==> src/rtl/count_match_fifo_if.sv <==
// Event stream from count_match_fifo to its consumer: valid/ready with a typed event word.
interface count_match_fifo_if #(
    parameter int WIDTH = 8
);
    logic             evt_valid;
    logic             evt_ready;
    logic [WIDTH+1:0] evt_data;

    modport master (output evt_valid, output evt_data, input evt_ready);
    modport slave  (input evt_valid, input evt_data, output evt_ready);
endinterface

==> src/rtl/count_match_fifo.sv <==
// Compare-match event capture with a small event FIFO and sticky overflow.
// Optional wrap events are compiled in with the CNT_WRAP_EVT_EN macro.
module count_match_fifo #(
    parameter int WIDTH = 8,
    parameter int DEPTH = 4
) (
    input  logic                      clk,
    input  logic                      reset,
    input  logic [WIDTH-1:0]          count_in,
    input  logic                      count_vld,
    input  logic                      cmp_we,
    input  logic [WIDTH-1:0]          cmp_val,
    count_match_fifo_if.master        evt,
    output logic [$clog2(DEPTH):0]    fifo_level,
    output logic                      fifo_full,
    output logic                      ovf,
    input  logic                      ovf_clr
);
    localparam int PW = $clog2(DEPTH);
    localparam int LW = PW + 1;

    logic [WIDTH-1:0] prev_count;
    logic             prev_vld;
    logic [WIDTH-1:0] cmp_reg;
    logic [WIDTH+1:0] mem [DEPTH];
    logic [PW-1:0]    wr_ptr, rd_ptr, rd_nxt;
    logic [LW-1:0]    level, level_nxt, level_after_pop;
    logic [WIDTH+1:0] head, head_nxt, evt_word;
    logic             match, wrap, push, pop, push_acc, drop;

    assign evt.evt_valid = (level != '0);
    assign evt.evt_data  = head;
    assign fifo_level    = level;
    assign fifo_full     = (level == LW'(DEPTH));

    always_comb begin
        match = count_vld && (count_in == cmp_reg) && (!prev_vld || (count_in != prev_count));
`ifdef CNT_WRAP_EVT_EN
        wrap = count_vld && prev_vld && (prev_count == '1) && (count_in == '0);
`else
        wrap = 1'b0;
`endif
        evt_word        = {match && wrap, wrap, count_in};
        push            = match || wrap;
        pop             = evt.evt_valid && evt.evt_ready;
        push_acc        = push && (!fifo_full || pop);
        drop            = push && fifo_full && !pop;
        rd_nxt          = rd_ptr + PW'(pop);
        level_after_pop = level - LW'(pop);
        level_nxt       = level_after_pop + LW'(push_acc);

        // Head is registered so evt_data holds its last value once the FIFO drains;
        // a push into a FIFO that is (or becomes) empty bypasses straight to the head.
        head_nxt = head;
        if (level_nxt != '0) begin
            if (level_after_pop == '0)
                head_nxt = evt_word;
            else
                head_nxt = mem[rd_nxt];
        end
    end

    always_ff @(posedge clk) begin
        if (push_acc)
            mem[wr_ptr] <= evt_word;
    end

    always_ff @(posedge clk or posedge reset) begin
        if (reset) begin
            prev_count <= '0;
            prev_vld   <= 1'b0;
            cmp_reg    <= '0;
            wr_ptr     <= '0;
            rd_ptr     <= '0;
            level      <= '0;
            head       <= '0;
            ovf        <= 1'b0;
        end else begin
            prev_count <= count_in;
            prev_vld   <= count_vld;
            if (cmp_we)
                cmp_reg <= cmp_val;
            if (push_acc)
                wr_ptr <= wr_ptr + PW'(1);
            rd_ptr <= rd_nxt;
            level  <= level_nxt;
            head   <= head_nxt;
            if (drop)
                ovf <= 1'b1;
            else if (ovf_clr)
                ovf <= 1'b0;
        end
    end
endmodule

==> src/flat_wrapper.sv <==
// flat-port wrapper written by rule: the top's interface ports become plain ports
module count_match_fifo_flat 
#(
    parameter int WIDTH = 8,
    parameter int DEPTH = 4
)
  (clk, reset, count_in, count_vld, cmp_we, cmp_val, fifo_level, fifo_full, ovf, ovf_clr, evt_evt_valid, evt_evt_data, evt_evt_ready);
  count_match_fifo_if #(.WIDTH(WIDTH)) evt_i ();
  input  logic clk;
  input  logic reset;
  input  logic [WIDTH-1:0] count_in;
  input  logic count_vld;
  input  logic cmp_we;
  input  logic [WIDTH-1:0] cmp_val;
  output logic [$clog2(DEPTH):0] fifo_level;
  output logic fifo_full;
  output logic ovf;
  input  logic ovf_clr;
  output wire logic [$bits(evt_i.evt_valid)-1:0] evt_evt_valid;
  output wire logic [$bits(evt_i.evt_data)-1:0] evt_evt_data;
  input wire logic [$bits(evt_i.evt_ready)-1:0] evt_evt_ready;
  assign evt_evt_valid = evt_i.evt_valid;
  assign evt_evt_data = evt_i.evt_data;
  assign evt_i.evt_ready = evt_evt_ready;
  count_match_fifo #(.WIDTH(WIDTH), .DEPTH(DEPTH)) u_core (.clk(clk), .reset(reset), .count_in(count_in), .count_vld(count_vld), .cmp_we(cmp_we), .cmp_val(cmp_val), .evt(evt_i), .fifo_level(fifo_level), .fifo_full(fifo_full), .ovf(ovf), .ovf_clr(ovf_clr));
endmodule
==> config.mk <==
export PLATFORM = sky130hd
export DESIGN_NAME = count_match_fifo_flat
export DESIGN_NICKNAME = d
export VERILOG_FILES = /design/src/rtl/count_match_fifo_if.sv /design/src/rtl/count_match_fifo.sv /design/src/flat_wrapper.sv
export SDC_FILE = /design/constraint.sdc
export NUM_CORES = 1
export LEC_CHECK = 0
export BUFFER_PORTS_ARGS = -buffer_cell sky130_fd_sc_hd__buf_4
export CELL_PAD_IN_SITES_DETAIL_PLACEMENT = 1
export CELL_PAD_IN_SITES_GLOBAL_PLACEMENT = 1
export CORE_MARGIN = 2
export CORE_UTILIZATION = 53
export CTS_BUF_LIST = sky130_fd_sc_hd__clkbuf_2
export DETAILED_ROUTE_END_ITERATION = 8
export PLACE_DENSITY = 0.84
export SYNTH_ARGS = -nofsm -noshare
export SYNTH_HDL_FRONTEND = slang
export SYNTH_SLANG_ARGS = --single-unit
==> constraint.sdc <==
create_clock -name clk -period 4.9 [get_ports clk]
set_input_delay 0 -clock clk [delete_from_list [all_inputs] [get_ports clk]]
set_output_delay 0 -clock clk [all_outputs]
set_load 0.01 [all_outputs]
* Word level (Yosys, flattened, before mapping)
Memory sizes are Yosys's and may differ from the RTL's.
Index checks and enable logic that the tools add are counted.
W data, S select, Z words.
** Storage, ports and cells
- Bits in latches :: 0
- Output and inout port bits :: 16
- Register bits after elaboration :: 35
- Bits of input ports :: 22
- Word-level logic and storage cells :: 36
- Memories kept :: 1
- RAM bits :: 32
- Memory bits (read-only) :: 0
** Cells by class
- $add $sub $neg :: 4
- Equality and inequality tests :: 3
- Mux-type cells :: 5
- Divide/modulo/power cells :: 0
- Multiply operators :: 0
- Reduce and logical (&&, ||, !) cells :: 15
- $lt $le $gt $ge :: 0
- Bitwise logic cells :: 0
- Shift-type cells :: 0
** Memory list
- u_core.mem :: depth 4, bits a word 8, rd ports 1, clocked after Yosys merged registers in 0, write ports 1, line count_match_fifo.sv:25 : logic [WIDTH+1:0] mem [DEPTH];
** Operators by type and width (count)
- $mux W10 :: 1
- $eq A8 B8 Y1 :: 1
- $ne A8 B8 Y1 :: 1
- $logic_and A1 B1 Y1 :: 6
- $reduce_bool A3 Y1 :: 2
- $mux W1 :: 4
- $add A3 B1 Y3 :: 1
- $eq A3 B3 Y1 const B :: 1
- $logic_not A1 Y1 :: 3
- $logic_not A3 Y1 :: 1
- $sub A3 B1 Y3 :: 1
- $add A2 B1 Y2 :: 1
- $add A2 B1 Y2 const B :: 1
- $logic_or A1 B1 Y1 :: 2
- $reduce_bool A2 Y1 :: 1

* Longest topological paths before layout
Gate-level depths: netlist (run 1).
- Depth in word-level cells :: 6
- Mapped depth :: 13
- Mapped depth without buffers :: 10

* Worst setup path before layout (run 1)
Ideal clock, no wire load.
- Path type :: register to register
- Start point :: reg u_core.level[2] (netlist: u_core.fifo_level[2])
- End point :: reg u_core.head[0] (netlist: u_core.evt.evt_data[0])
- Required time :: 4771 ps
- Path slack :: 2156 ps
- Data arrival time :: 2615 ps
- Stages on the path, launching flop included :: 12
- Path buffers :: 2
- Clock period less this slack :: 2744 ps
- Library setup time :: 129 ps
- Cells stage by stage :: dfrtp_1 > or3_1 > and2_1 > ha_1 > ha_1 > inv_1 > ha_1 > or3_1 > buf_6 > buf_6 > nor2_4 > a31oi_4
** Between the ends
- Word-level cells in the longest chain between the ends :: 6
** Ends and longest elaborated chain
- start, declared :: line count_match_fifo.sv:27 : logic [LW-1:0] level, level_nxt, level_after_pop;
- start signal, assigned :: line count_match_fifo.sv:86 : level <= level_nxt;
- $reduce_bool A3 Y1 * :: line count_match_fifo.sv:31 : assign evt.evt_valid = (level != '0);
- via evt_evt_valid :: line flat_wrapper.sv:19 : output wire logic [$bits(evt_i.evt_valid)-1:0] evt_evt_valid;
- $logic_and A1 B1 Y1 * :: line count_match_fifo.sv:45 : pop = evt.evt_valid && evt.evt_ready;
- branches (longest 2 deep; another with $sub A3 B1 Y3)
- $add A3 B1 Y3 * :: line count_match_fifo.sv:50 : level_nxt = level_after_pop + LW'(push_acc);
- via u_core.level_nxt[1] :: line count_match_fifo.sv:27
- $reduce_bool A3 Y1 * :: line count_match_fifo.sv:55 : if (level_nxt != '0) begin
- end signal, assigned :: line count_match_fifo.sv:87 : head <= head_nxt;
- end, declared :: line count_match_fifo.sv:28 : logic [WIDTH+1:0] head, head_nxt, evt_word;
Mark *: on every way through the listed nets, which the timed path passes.
A chain may end at the register's enable or synchronous reset.

* Worst setup path in the final report (run 1)
- Start point :: reg u_core.prev_count[1]
- End point :: reg u_core.head[6] (netlist: u_core.evt.evt_data[6])
** Between the ends
- Word-level cells in the longest chain between the ends :: 6
** Ends and longest elaborated chain
- start, declared :: line count_match_fifo.sv:22 : logic [WIDTH-1:0] prev_count;
- start signal, assigned :: line count_match_fifo.sv:79 : prev_count <= count_in;
- $ne A8 B8 Y1 :: line count_match_fifo.sv:37 : match = count_vld && (count_in == cmp_reg) && (!prev_vld || (count_in != prev_count));
- $logic_or A1 B1 Y1 :: line count_match_fifo.sv:37
- $logic_and A1 B1 Y1 :: line count_match_fifo.sv:37
- $logic_and A1 B1 Y1 :: line count_match_fifo.sv:46 : push_acc = push && (!fifo_full || pop);
- $add A3 B1 Y3 :: line count_match_fifo.sv:50
- via u_core.level_nxt[2] :: line count_match_fifo.sv:27
- $reduce_bool A3 Y1 :: line count_match_fifo.sv:55
The timed path passes the listed nets, and every way through them passes these cells.

==> run metrics, run 1 <==
Top Family by Delay on Critical Path simple AND/OR/NAND/NOR gates; Setup Skew 0.0254 ns; Fill cells 481; drt pass-1 iters 4; final WL 6340 um; RSZ-0062 raised after global routing false; io pins 38; Synth Register Bits 65; commonest non-fill, non-tap cell in the layout buf_4; Clk pwr share 0.189; initial DRC count 63; vias in the first global route 1953; relative slew slack 0.498; max cap viols 0; Tightest Pin Transition 0.753 ns; cts repair resizes 0; Core Rows 26; post-DR wirelength/cell 19.6 um; internal power 1.12 mW; Hold Crit Class in -> async; sequential share of power 0.403; Worst-path clk slew 0.22 ns; Max Slew Vio Count 0; Worst Path Required 5.26 ns; WS Path Type reg -> reg; share of cells above drive strength 1 0.315; Nets 280; max reg flops 32; TritonCTS sink count 65; Setup TNS 0 ns; Setup-failing EPs final 0; GR Util met3 0.0741; register area share after synthesis 0.638; Final Hold Viols 0; CTS tree built; Crit-path slowest cell or3_1; gr ovfl total 0; synthesized area per cell 15.5 sq um; Logic pwr share 0.408; antenna violations before repair 0; synth top area cells edfxtp_1 (34%), dfrtp_1 (29%), mux4_2 (6.4%); sw frac 0.356; status finished clean; total power 1.74 mW; critical path startpoint category register; Worst Path Max Fanout 16; crit path DAT 3.48 ns; I/O Buffers 35; Reg area 0.00179 sq mm; Worst VDD drop 0.257 mV; area grow syn2layout 25.0%; die height 76.7 um; final worst path period share 0.636; synthesized instance count 181; global routing usage on met1 0.293; area of the multi-input gates 931 sq um; dpl hpwl 3860 um; Mapped Area 0.00280 sq mm; Initial Util 0.549; Peak Freq 321 MHz; # diodes 0; Setup Buffers After CTS 0; H-tree Lvls 3; Die X-Extent 76.7 um; first-pass GRT wire length 10300 um; antenna-violating nets left 0; Leakage 1.42 nW; synth warn 0; Final Wtd Congestion 0.704; most used routing layer met2; die outline area 0.00588 sq mm; crit-path max cell delay 0.64 ns; met2 GRT Util 0.409; total CTS buffers 9; net load switching power 0.620 mW; area share of the largest cell type after synthesis 0.343; crit path cell chain xnor2_1 > nand4_1 > nor3_1 > and4b_1 > ha_1 > ha_1 > xnor2_1 > or3_1 > nor2_1 > a31oi_2; CTS Hold Bufs 28; fin crit period 3.12 ns; WP buf/inv 0; pin count of the biggest net entering global routing 34; Synth area leader edfxtp_1; most frequent cells in the layout buf_4 (36), dfrtp_1 (33), edfxtp_1 (32), dlygate4sd3_1 (28), nand2_1 (17); CTS Root Cell clkbuf_2; Power Dens Cells 498 mW/mm^2; clk_lat worst skew 0.51 ns; DRC Markers 0; Crit. End Element register; core area 0.00511 sq mm; Largest Register u_core.mem; Vias per Instance 5.21; Netlist cell types 34; Max clock buf depth 2; gr usage total 0.242; via count 1687
==> synth_stat cells (all sizes together) <==
master  instances
nand2b          1
nand3           2
nor3            2
inv             8
o22ai           1
mux4            8
and2            5
edfxtp         32
nand4           1
a31oi           8
or3             2
ha              9
and4b           1
mux2            9
conb            1
xnor2          12
buf             7
nand2          17
xor2            8
clkbuf          1
nor4            1
o311ai          1
nor2            8
and3            3
dfrtp          33
==> metrics by stage <==
step | hold WS (ns) | std cells | setup slack (ns) | util | cell area [sq um]
finish | 0.136 | 324 | 1.78 | 0.686 | 3500
global route | 0.115 | 324 | 1.59 | 0.686 | 3500
CTS | 0.0918 | 324 | 1.81 | 0.686 | 3500
detailed placement | 0.124 | 280 | 1.81 | 0.608 | 3110
global placement | 0.108 | 280 | 2.01 | 0.608 | 3110
floorplan | 0.0314 | 182 | 2.16 | - | 2810
==> power by group through the flow <==
| stage | Combinational [mW] | Sequential (mW) | Clock [mW] |
|---|---|---|---|
| 3_5_place_dp | 0.693 | 0.714 | 0 |
| 3_3_place_gp | 0.649 | 0.707 | 0 |
| 5_1_grt | 0.779 | 0.713 | 0.358 |
| 4_1_cts | 0.718 | 0.702 | 0.330 |
| 6_report | 0.711 | 0.702 | 0.330 |
| 2_1_floorplan | 0.493 | 0.727 | 0 |
==> logic make-up (layout without fill, tap and decap cells) <==
kind of cell / after synthesis / count (layout) / synth area share
DFF: 65 / 65 / 0.638
and+or+nand+nor: 43 / 43 / 0.0768
xor gates and xnor gates: 20 / 20 / 0.0679
muxes: 17 / 17 / 0.100
buffers and inverters: 16 / 88 / 0.0313
AOI/OAI and AO/OA: 10 / 10 / 0.0442
adders and majority gates: 9 / 9 / 0.0402
other: 1 / 2 / 0.00134
==> worst register-to-register path, delay by kind of cell (launching register included) <==
family	cells	cell delay [ns]
adders and majority gates	2	0.45
xor gates and xnor gates	2	0.35
DFF	1	0.43
and+or+nand+nor	5	1.69
AOI/OAI and AO/OA	1	0.06
==> worst paths after layout <==
check                                                   start                            endpoint  slack [ns]  cells past startpoint
setup / recovery               u_core.prev_count[1]$_DFF_PP0_  u_core.evt.evt_data[6]$_DFFE_PP0P_        1.78                     10
hold / removal                                          reset  u_core.evt.evt_data[4]$_DFFE_PP0P_        0.14                      4
setup reg to reg               u_core.prev_count[1]$_DFF_PP0_  u_core.evt.evt_data[6]$_DFFE_PP0P_        1.78                     10
hold reg to reg            u_core.evt.evt_data[4]$_DFFE_PP0P_  u_core.evt.evt_data[4]$_DFFE_PP0P_        0.59                      2
max in group asynchronous                               reset  u_core.evt.evt_data[3]$_DFFE_PP0P_        4.44                      4
min in group clk                                evt_evt_ready          u_core.rd_ptr[1]$_DFF_PP0_        0.17                      4
==> area by class of cell <==
| cell class | instances | share of cell area |
|---|---|---|
| well taps | 70 | 0.0250 |
| repair buffers | 64 | 0.157 |
| clock inverters | 7 | 0.0204 |
| flip-flops and latches | 65 | 0.510 |
| multi-input cells | 101 | 0.266 |
| clock buffers | 9 | 0.0129 |
| inverters | 8 | 0.00857 |
==> per-layer routing <==
layer  part of all wire  vias up
li1                   -      774
met5                  0        -
met3              0.042       10
met1               0.42      850
met2               0.52       53
met4              0.016        0
Note: power is estimated with default switching activity, not from simulation.
==> run 2: changes to the inputs <==
--- a/config.mk
+++ b/config.mk
@@ -9,10 +9,10 @@
 export CELL_PAD_IN_SITES_DETAIL_PLACEMENT = 1
 export CELL_PAD_IN_SITES_GLOBAL_PLACEMENT = 1
 export CORE_MARGIN = 2
-export CORE_UTILIZATION = 53
+export CORE_UTILIZATION = 45
 export CTS_BUF_LIST = sky130_fd_sc_hd__clkbuf_2
 export DETAILED_ROUTE_END_ITERATION = 8
-export PLACE_DENSITY = 0.84
+export PLACE_DENSITY = 0.75
 export SYNTH_ARGS = -nofsm -noshare
 export SYNTH_HDL_FRONTEND = slang
 export SYNTH_SLANG_ARGS = --single-unit
==> constraint.sdc (replaced) <==
create_clock -name clk -period 2.65 [get_ports clk]
set_input_delay 0 -clock clk [delete_from_list [all_inputs] [get_ports clk]]
set_output_delay 0 -clock clk [all_outputs]
set_load 0.01 [all_outputs]
==> run metrics, run 2 (synthesized netlist as in run 1, its figures left out) <==
Clk pwr share 0.212 (was 0.189); most frequent CP cell ha_4; area grow syn2layout 33.2% (was 25.0%); total CTS buffers 9 (unchanged); gr ovfl total 0 (unchanged); Setup Skew 0.0230 ns (was 0.0254 ns); status finished clean (unchanged); Peak Freq 394 MHz (was 321 MHz); DP Cell Count 289 (was 280); pin count of the biggest net entering global routing 18 (was 34); Final Hold Viols 0 (unchanged); Final Wtd Congestion 0.779 (was 0.704); fin crit period 2.54 ns (was 3.12 ns); Max clock buf depth 2 (unchanged); GR Util met3 0.0427 (was 0.0741); Power Dens Cells 986 mW/mm^2 (was 498 mW/mm^2); sequential share of power 0.353 (was 0.403); Crit. End Element register (unchanged); via count 1713 (was 1687); io pins 38 (unchanged); gr usage total 0.187 (was 0.242); CTS tree built (unchanged); TritonCTS sink count 65 (unchanged); vias in the first global route 1946 (was 1953); Fin Hold WS 0.107 ns (was 0.136 ns); die height 82.9 um (was 76.7 um); post-DR wirelength/cell 17.6 um (was 19.6 um); final WL 5950 um (was 6340 um); Finished Layout Cells 338 (was 324); most frequent cells in the layout buf_4 (43), dfrtp_1 (32), edfxtp_1 (32), dlygate4sd3_1 (28), nand2_1 (17) (was buf_4 (36), dfrtp_1 (33), edfxtp_1 (32), dlygate4sd3_1 (28), nand2_1 (17)); Logic pwr share 0.434 (was 0.408); Worst Path Max Fanout 8 (was 16); antenna violations before repair 0 (unchanged); fin util 0.626 (was 0.686); Vias per Instance 5.07 (was 5.21); clk_lat worst skew 0.50 ns (was 0.51 ns); crit path cell chain or3_4 > and2_4 > ha_4 > inv_1 > ha_4 > ha_4 > xnor2_1 > or3_4 > buf_12 > nor2_2 > a31oi_2 (was xnor2_1 > nand4_1 > nor3_1 > and4b_1 > ha_1 > ha_1 > xnor2_1 > or3_1 > nor2_1 > a31oi_2); met2 GRT Util 0.331 (was 0.409); # diodes 0 (unchanged); final worst path period share 0.958 (was 0.636); CTS Root Cell clkbuf_2 (unchanged); Worst Path Required 3.06 ns (was 5.26 ns); WP buf/inv 2 (was 0); Top Family by Delay on Critical Path simple AND/OR/NAND/NOR gates (unchanged); Crit-path slowest cell dfrtp_1 (was or3_1); WS Path Type reg -> reg (unchanged); Core Rows 28 (was 26); dpl hpwl 4020 um (was 3860 um); H-tree Lvls 3 (unchanged); RSZ-0062 raised after global routing true (was false); crit-path max cell delay 0.43 ns (was 0.64 ns); Worst VDD drop 0.612 mV (was 0.257 mV); Die X-Extent 82.9 um (was 76.7 um); critical path startpoint category register (unchanged); most used routing layer met2 (unchanged); Worst-path clk slew 0.21 ns (was 0.22 ns); Largest Register u_core.mem (unchanged); Tightest Pin Transition 0.628 ns (was 0.753 ns); internal power 2.47 mW (was 1.12 mW); I/O Buffers 35 (unchanged); Hold Crit Class in -> async (unchanged); Nets 289 (was 280); commonest non-fill, non-tap cell in the layout buf_4 (unchanged); Max Slew Vio Count 0 (unchanged); Leakage 1.50 nW (was 1.42 nW); DRC Markers 0 (unchanged); first-pass GRT wire length 9750 um (was 10300 um); core area 0.00596 sq mm (was 0.00511 sq mm); antenna-violating nets left 0 (unchanged); initial DRC count 51 (was 63); Setup-failing EPs final 0 (unchanged); max cap viols 0 (unchanged); die outline area 0.00687 sq mm (was 0.00588 sq mm); crit path DAT 2.95 ns (was 3.48 ns); max reg flops 32 (unchanged); sw frac 0.330 (was 0.356); drt pass-1 iters 4 (unchanged); share of cells above drive strength 1 0.392 (was 0.315); net load switching power 1.21 mW (was 0.620 mW); global routing usage on met1 0.206 (was 0.293); Initial Util 0.470 (was 0.549); relative slew slack 0.581 (was 0.498)
[run 2: cell types whose count changed in the layout (fill, tap and decap cells not counted), sizes merged]
cell / delta
buf: +8
bufinv: +2
clkbuf: +1
clkinv: -1
clkinvlp: -1
[run 2: cell type report]
class                           count  area [sq um]
Clock buffer                        9          45.0
Clock inverter                      7           119
Fill cell                         563          2220
Inverter                            8          30.0
Multi-Input combinational cell    101          1010
Sequential cell                    65          1790
Tap cell                           75          93.8
Timing Repair Buffer               73           648
[run 2: final timing paths]
check                                                        start                                  to  slack [ns]  cells after the start
worst max-delay path                u_core.fifo_level[0]$_DFF_PP0_  u_core.evt.evt_data[3]$_DFFE_PP0P_        0.11                     11
worst min-delay path                                         reset      u_core.prev_count[1]$_DFF_PP0_        0.11                      3
worst max register to register      u_core.fifo_level[0]$_DFF_PP0_  u_core.evt.evt_data[3]$_DFFE_PP0P_        0.11                     11
worst min register to register  u_core.evt.evt_data[4]$_DFFE_PP0P_  u_core.evt.evt_data[4]$_DFFE_PP0P_        0.59                      2
max in group asynchronous                                    reset  u_core.evt.evt_data[4]$_DFFE_PP0P_        1.84                      4
min in group clk                                     evt_evt_ready          u_core.rd_ptr[0]$_DFF_PP0_        0.14                      4
[run 2: worst min-delay path, cell delays in order]
cell and delay (ns):
dlygate4sd3_1 0.53, buf_4 0.13, inv_1 0.46
[run 2: power by group through the flow]
stage               sequential (mW)  combinational (mW)  clock (mW)
CTS                            1.30                1.48       0.800
detailed placement             1.33                1.37           0
global route                   1.32                1.73       0.847
floorplan                      1.35               0.944           0
finish                         1.30                1.60       0.782
global placement               1.31                1.31           0
[run 2: through the flow]
stage / total power [mW] / cell area, sq um / TNS (ns) / setup slack (ns)
after global placement: 2.62 / 3180 / 0 / 0.117
final: 3.68 / 3730 / 0 / 0.111
after detailed placement: 2.70 / 3180 / -0.00549 / -0.00549
after floorplan: 2.29 / 2830 / 0 / 0.0207
after global routing: 3.90 / 3730 / 0 / 0.0359
after CTS: 3.58 / 3640 / 0 / 0.0104
[run 2: metal layers]
metal | vias up | routed length [um]
li1 | 794 | -
met1 | 857 | 2320
met2 | 46 | 3270
met3 | 16 | 201
met4 | 0 | 154
met5 | - | 0
[run 2: repair_timing]
item                                   4_1_cts  5_1_grt
buffers inserted                             2        2
pin swaps                                    0        5
setup endpoints to repair                    7        8
gates cloned                                 0        1
endpoints found under the hold margin       74        0
resized for setup                            1       10
hold buffers                                28        0
==> run 3: changes to the inputs <==
--- a/config.mk
+++ b/config.mk
@@ -5,11 +5,12 @@
 export SDC_FILE = /design/constraint.sdc
 export NUM_CORES = 1
 export LEC_CHECK = 0
+export ABC_AREA = 1
 export BUFFER_PORTS_ARGS = -buffer_cell sky130_fd_sc_hd__buf_4
 export CELL_PAD_IN_SITES_DETAIL_PLACEMENT = 1
 export CELL_PAD_IN_SITES_GLOBAL_PLACEMENT = 1
 export CORE_MARGIN = 2
-export CORE_UTILIZATION = 45
+export CORE_UTILIZATION = 42
 export CTS_BUF_LIST = sky130_fd_sc_hd__clkbuf_2
 export DETAILED_ROUTE_END_ITERATION = 8
 export PLACE_DENSITY = 0.75
==> run metrics, run 3 <==
Max clock buf depth 2 (unchanged); Core Rows 30 (was 28); drt pass-1 iters 4 (unchanged); gr ovfl total 0 (unchanged); fin crit period 2.39 ns (was 2.54 ns); hold_sp evt_evt_ready; max cap viols 0 (unchanged); Final Hold Viols 0 (unchanged); synthesized area per cell 9.81 sq um (was 15.5 sq um); Vias per Instance 4.62 (was 5.07); critical path startpoint category register (unchanged); Power Dens Cells 824 mW/mm^2 (was 986 mW/mm^2); crit path cell chain a21boi_0 > nand3_1 > nor2_2 > nand3_2 > inv_1 > ha_1 > ha_1 > xor2_2 > inv_2 > nor3_4 > buf_4 > nand2_1 > o21ai_0 (was or3_4 > and2_4 > ha_4 > inv_1 > ha_4 > ha_4 > xnor2_1 > or3_4 > buf_12 > nor2_2 > a31oi_2); antenna violations before repair 0 (unchanged); io pins 38 (unchanged); total CTS buffers 9 (unchanged); post-route cell area 0.00380 sq mm (was 0.00373 sq mm); WHS Path Cells 5; Leakage 1.78 nW (was 1.50 nW); Setup-failing EPs final 0 (unchanged); WS Path Type reg -> reg (unchanged); Peak Freq 419 MHz (was 394 MHz); Netlist cell types 29 (was 34); dpl cell area 0.00336 sq mm (was 0.00318 sq mm); dpl hpwl 4570 um (was 4020 um); Setup Buffers After CTS 0 (was 2); total power 3.13 mW (was 3.68 mW); core area 0.00679 sq mm (was 0.00596 sq mm); most frequent cells in the layout nand2_1 (81), inv_1 (46), buf_4 (43), dlygate4sd3_1 (33), dfrtp_1 (33) (was buf_4 (43), dfrtp_1 (32), edfxtp_1 (32), dlygate4sd3_1 (28), nand2_1 (17)); RR Endpoint u_core.evt.evt_data[5]$_DFFE_PP0P_ (was u_core.evt.evt_data[3]$_DFFE_PP0P_); commonest cells in the netlist nand2_1 (81), inv_1 (46), dfrtp_1 (33) (was dfrtp_1 (33), edfxtp_1 (32), nand2_1 (17)); Worst R2R Start u_core.cmp_reg[1]$_DFFE_PP0P_ (was u_core.fifo_level[0]$_DFF_PP0_); Finished Layout Cells 483 (was 338); Fin Hold WS 0.0429 ns (was 0.107 ns); Tightest Pin Transition 0.670 ns (was 0.628 ns); die outline area 0.00775 sq mm (was 0.00687 sq mm); Top Family by Delay on Critical Path simple AND/OR/NAND/NOR gates (unchanged); via count 2231 (was 1713); vias in the first global route 2350 (was 1946); Setup TNS 0 ns (unchanged); M1 wire length 2960 um (was 2320 um); R2R depth 13 (was 11); RSZ-0062 raised after global routing false (was true); antenna-violating nets left 0 (unchanged); number of synthesized flops with an enable pin 32 (unchanged); crit-path max cell delay 0.43 ns (about the same); first-pass GRT wire length 11300 um (was 9750 um); worst slack, placed 0.220 ns (was -0.00549 ns); TritonCTS sink count 65 (unchanged); area grow syn2layout 28.2% (was 33.2%); Worst Path Max Fanout 16 (was 8); post-DR wirelength/cell 14.2 um (was 17.6 um); register area share after synthesis 0.603 (was 0.638); WP buf/inv 3 (was 2); status finished clean (unchanged); Worst path depth 13 (was 11); Post-synth top flop dfrtp_1 (unchanged); synth top area cells edfxtp_1 (32%), dfrtp_1 (28%), nand2_1 (10%) (was edfxtp_1 (34%), dfrtp_1 (29%), mux4_2 (6.4%)); Max Slew Vio Count 0 (unchanged); CTS Root Cell clkbuf_2 (unchanged); Synth area leader edfxtp_1 (unchanged); Fill cells 771 (was 563); H-tree Lvls 3 (unchanged); Nets 413 (was 289); worst setup margin 0.262 ns (was 0.111 ns); Worst-path clk slew 0.18 ns (was 0.21 ns); final WL 6840 um (was 5950 um); Worst VDD drop 0.291 mV (was 0.612 mV); synth warn 0 (unchanged); relative slew slack 0.553 (was 0.581); Worst Path Required 3.03 ns (was 3.06 ns); flop2flop setup slack 0.26 ns (was 0.11 ns); fin util 0.559 (was 0.626); Die X-Extent 88.0 um (was 82.9 um); die height 88.0 um (was 82.9 um); share of cells above drive strength 1 0.194 (was 0.392); DRC Markers 0 (unchanged); met2 WL 3610 um (was 3270 um); gr usage total 0.198 (was 0.187); DP Cell Count 434 (was 289); crit path DAT 2.77 ns (was 2.95 ns); CTS tree built (unchanged); synthesized instance count 302 (was 181); Final Wtd Congestion 0.787 (was 0.779); # diodes 0 (unchanged); Crit. End Element register (unchanged); clk_lat worst skew 0.45 ns (was 0.50 ns); Crit-path slowest cell dfrtp_1 (unchanged); Setup Skew 0.0146 ns (was 0.0230 ns); most frequent CP cell ha_1 (was ha_4); pin count of the biggest net entering global routing 34 (was 18); commonest non-fill, non-tap cell in the layout nand2_1 (was buf_4); final worst path period share 0.901 (was 0.958); Hold Crit Class in -> reg (was in -> async); Synth Register Bits 65 (unchanged); max reg flops 32 (unchanged); asr flop ratio synth 0.508 (unchanged); Mapped Area 0.00296 sq mm (was 0.00280 sq mm); Largest Register u_core.mem (unchanged); area share of the largest cell type after synthesis 0.324 (was 0.343); initial DRC count 108 (was 51); Hold Path Sink u_core.wr_ptr[0]$_DFFE_PP0P_; Initial Util 0.436 (was 0.470); DR top layer met4 (unchanged); count leader, synth nand2_1 (was dfrtp_1); I/O Buffers 35 (unchanged); WL met3 196 um (was 201 um)
-- run 3: area by class of cell --
type | count | area, sq um | share of cell area
repair buffers | 76 | 653 | 0.172
multi-input cells | 181 | 948 | 0.250
inverters | 49 | 184 | 0.0484
flip-flops and latches | 65 | 1790 | 0.470
clock inverters | 6 | 58.8 | 0.0155
well taps | 96 | 120 | 0.0316
clock buffers | 10 | 50.0 | 0.0132
-- run 3: worst max path at each step --
stage | start | endpoint | slack (ns)
global placement | u_core.cmp_reg[0]$_DFFE_PP0P_ | u_core.evt.evt_data[5]$_DFFE_PP0P_ | 0.33
detailed placement | u_core.cmp_reg[0]$_DFFE_PP0P_ | u_core.evt.evt_data[5]$_DFFE_PP0P_ | 0.22
finish | u_core.cmp_reg[1]$_DFFE_PP0P_ | u_core.evt.evt_data[5]$_DFFE_PP0P_ | 0.26
CTS | u_core.cmp_reg[1]$_DFFE_PP0P_ | u_core.evt.evt_data[5]$_DFFE_PP0P_ | 0.16
global route | u_core.cmp_reg[1]$_DFFE_PP0P_ | u_core.evt.evt_data[5]$_DFFE_PP0P_ | 0.004
floorplan | u_core.fifo_level[2]$_DFF_PP0_ | u_core.evt.evt_data[5]$_DFFE_PP0P_ | 0.31
-- run 3: power by group --
group / total, mW / switching (mW) / internal (mW)
Combinational: 1.29 / 0.752 / 0.538
Sequential: 1.27 / 0.0793 / 1.19
Clock: 0.568 / 0.352 / 0.215
-- run 3: logic make-up after synthesis --
family,synth area share
buf+inv,0.0794
simple gates,0.163
compound gates,0.0756
other cells,0.00127
xor+xnor,0.0287
mux,0.0114
fa+ha+maj,0.0380
flops,0.603
-- run 3: tightest hold or removal path, delay by kind of cell --
kind	cells	cell delay, ns
AND/OR/NAND/NOR	3	0.36
buffers and inverters	2	0.12
-- run 3: per-layer routing --
metal | vias up | GRT usage
met5 | - | 0
met3 | 8 | 0.0330
li1 | 1113 | -
met2 | 41 | 0.364
met1 | 1069 | 0.235
met4 | 0 | 0.0634
-- run 3: timing repair --
item | CTS | global route
hold endpoints to repair | 67 | 0
hold buffers | 33 | 0
setup endpoints to repair | 0 | 6
resized for setup | 0 | 1
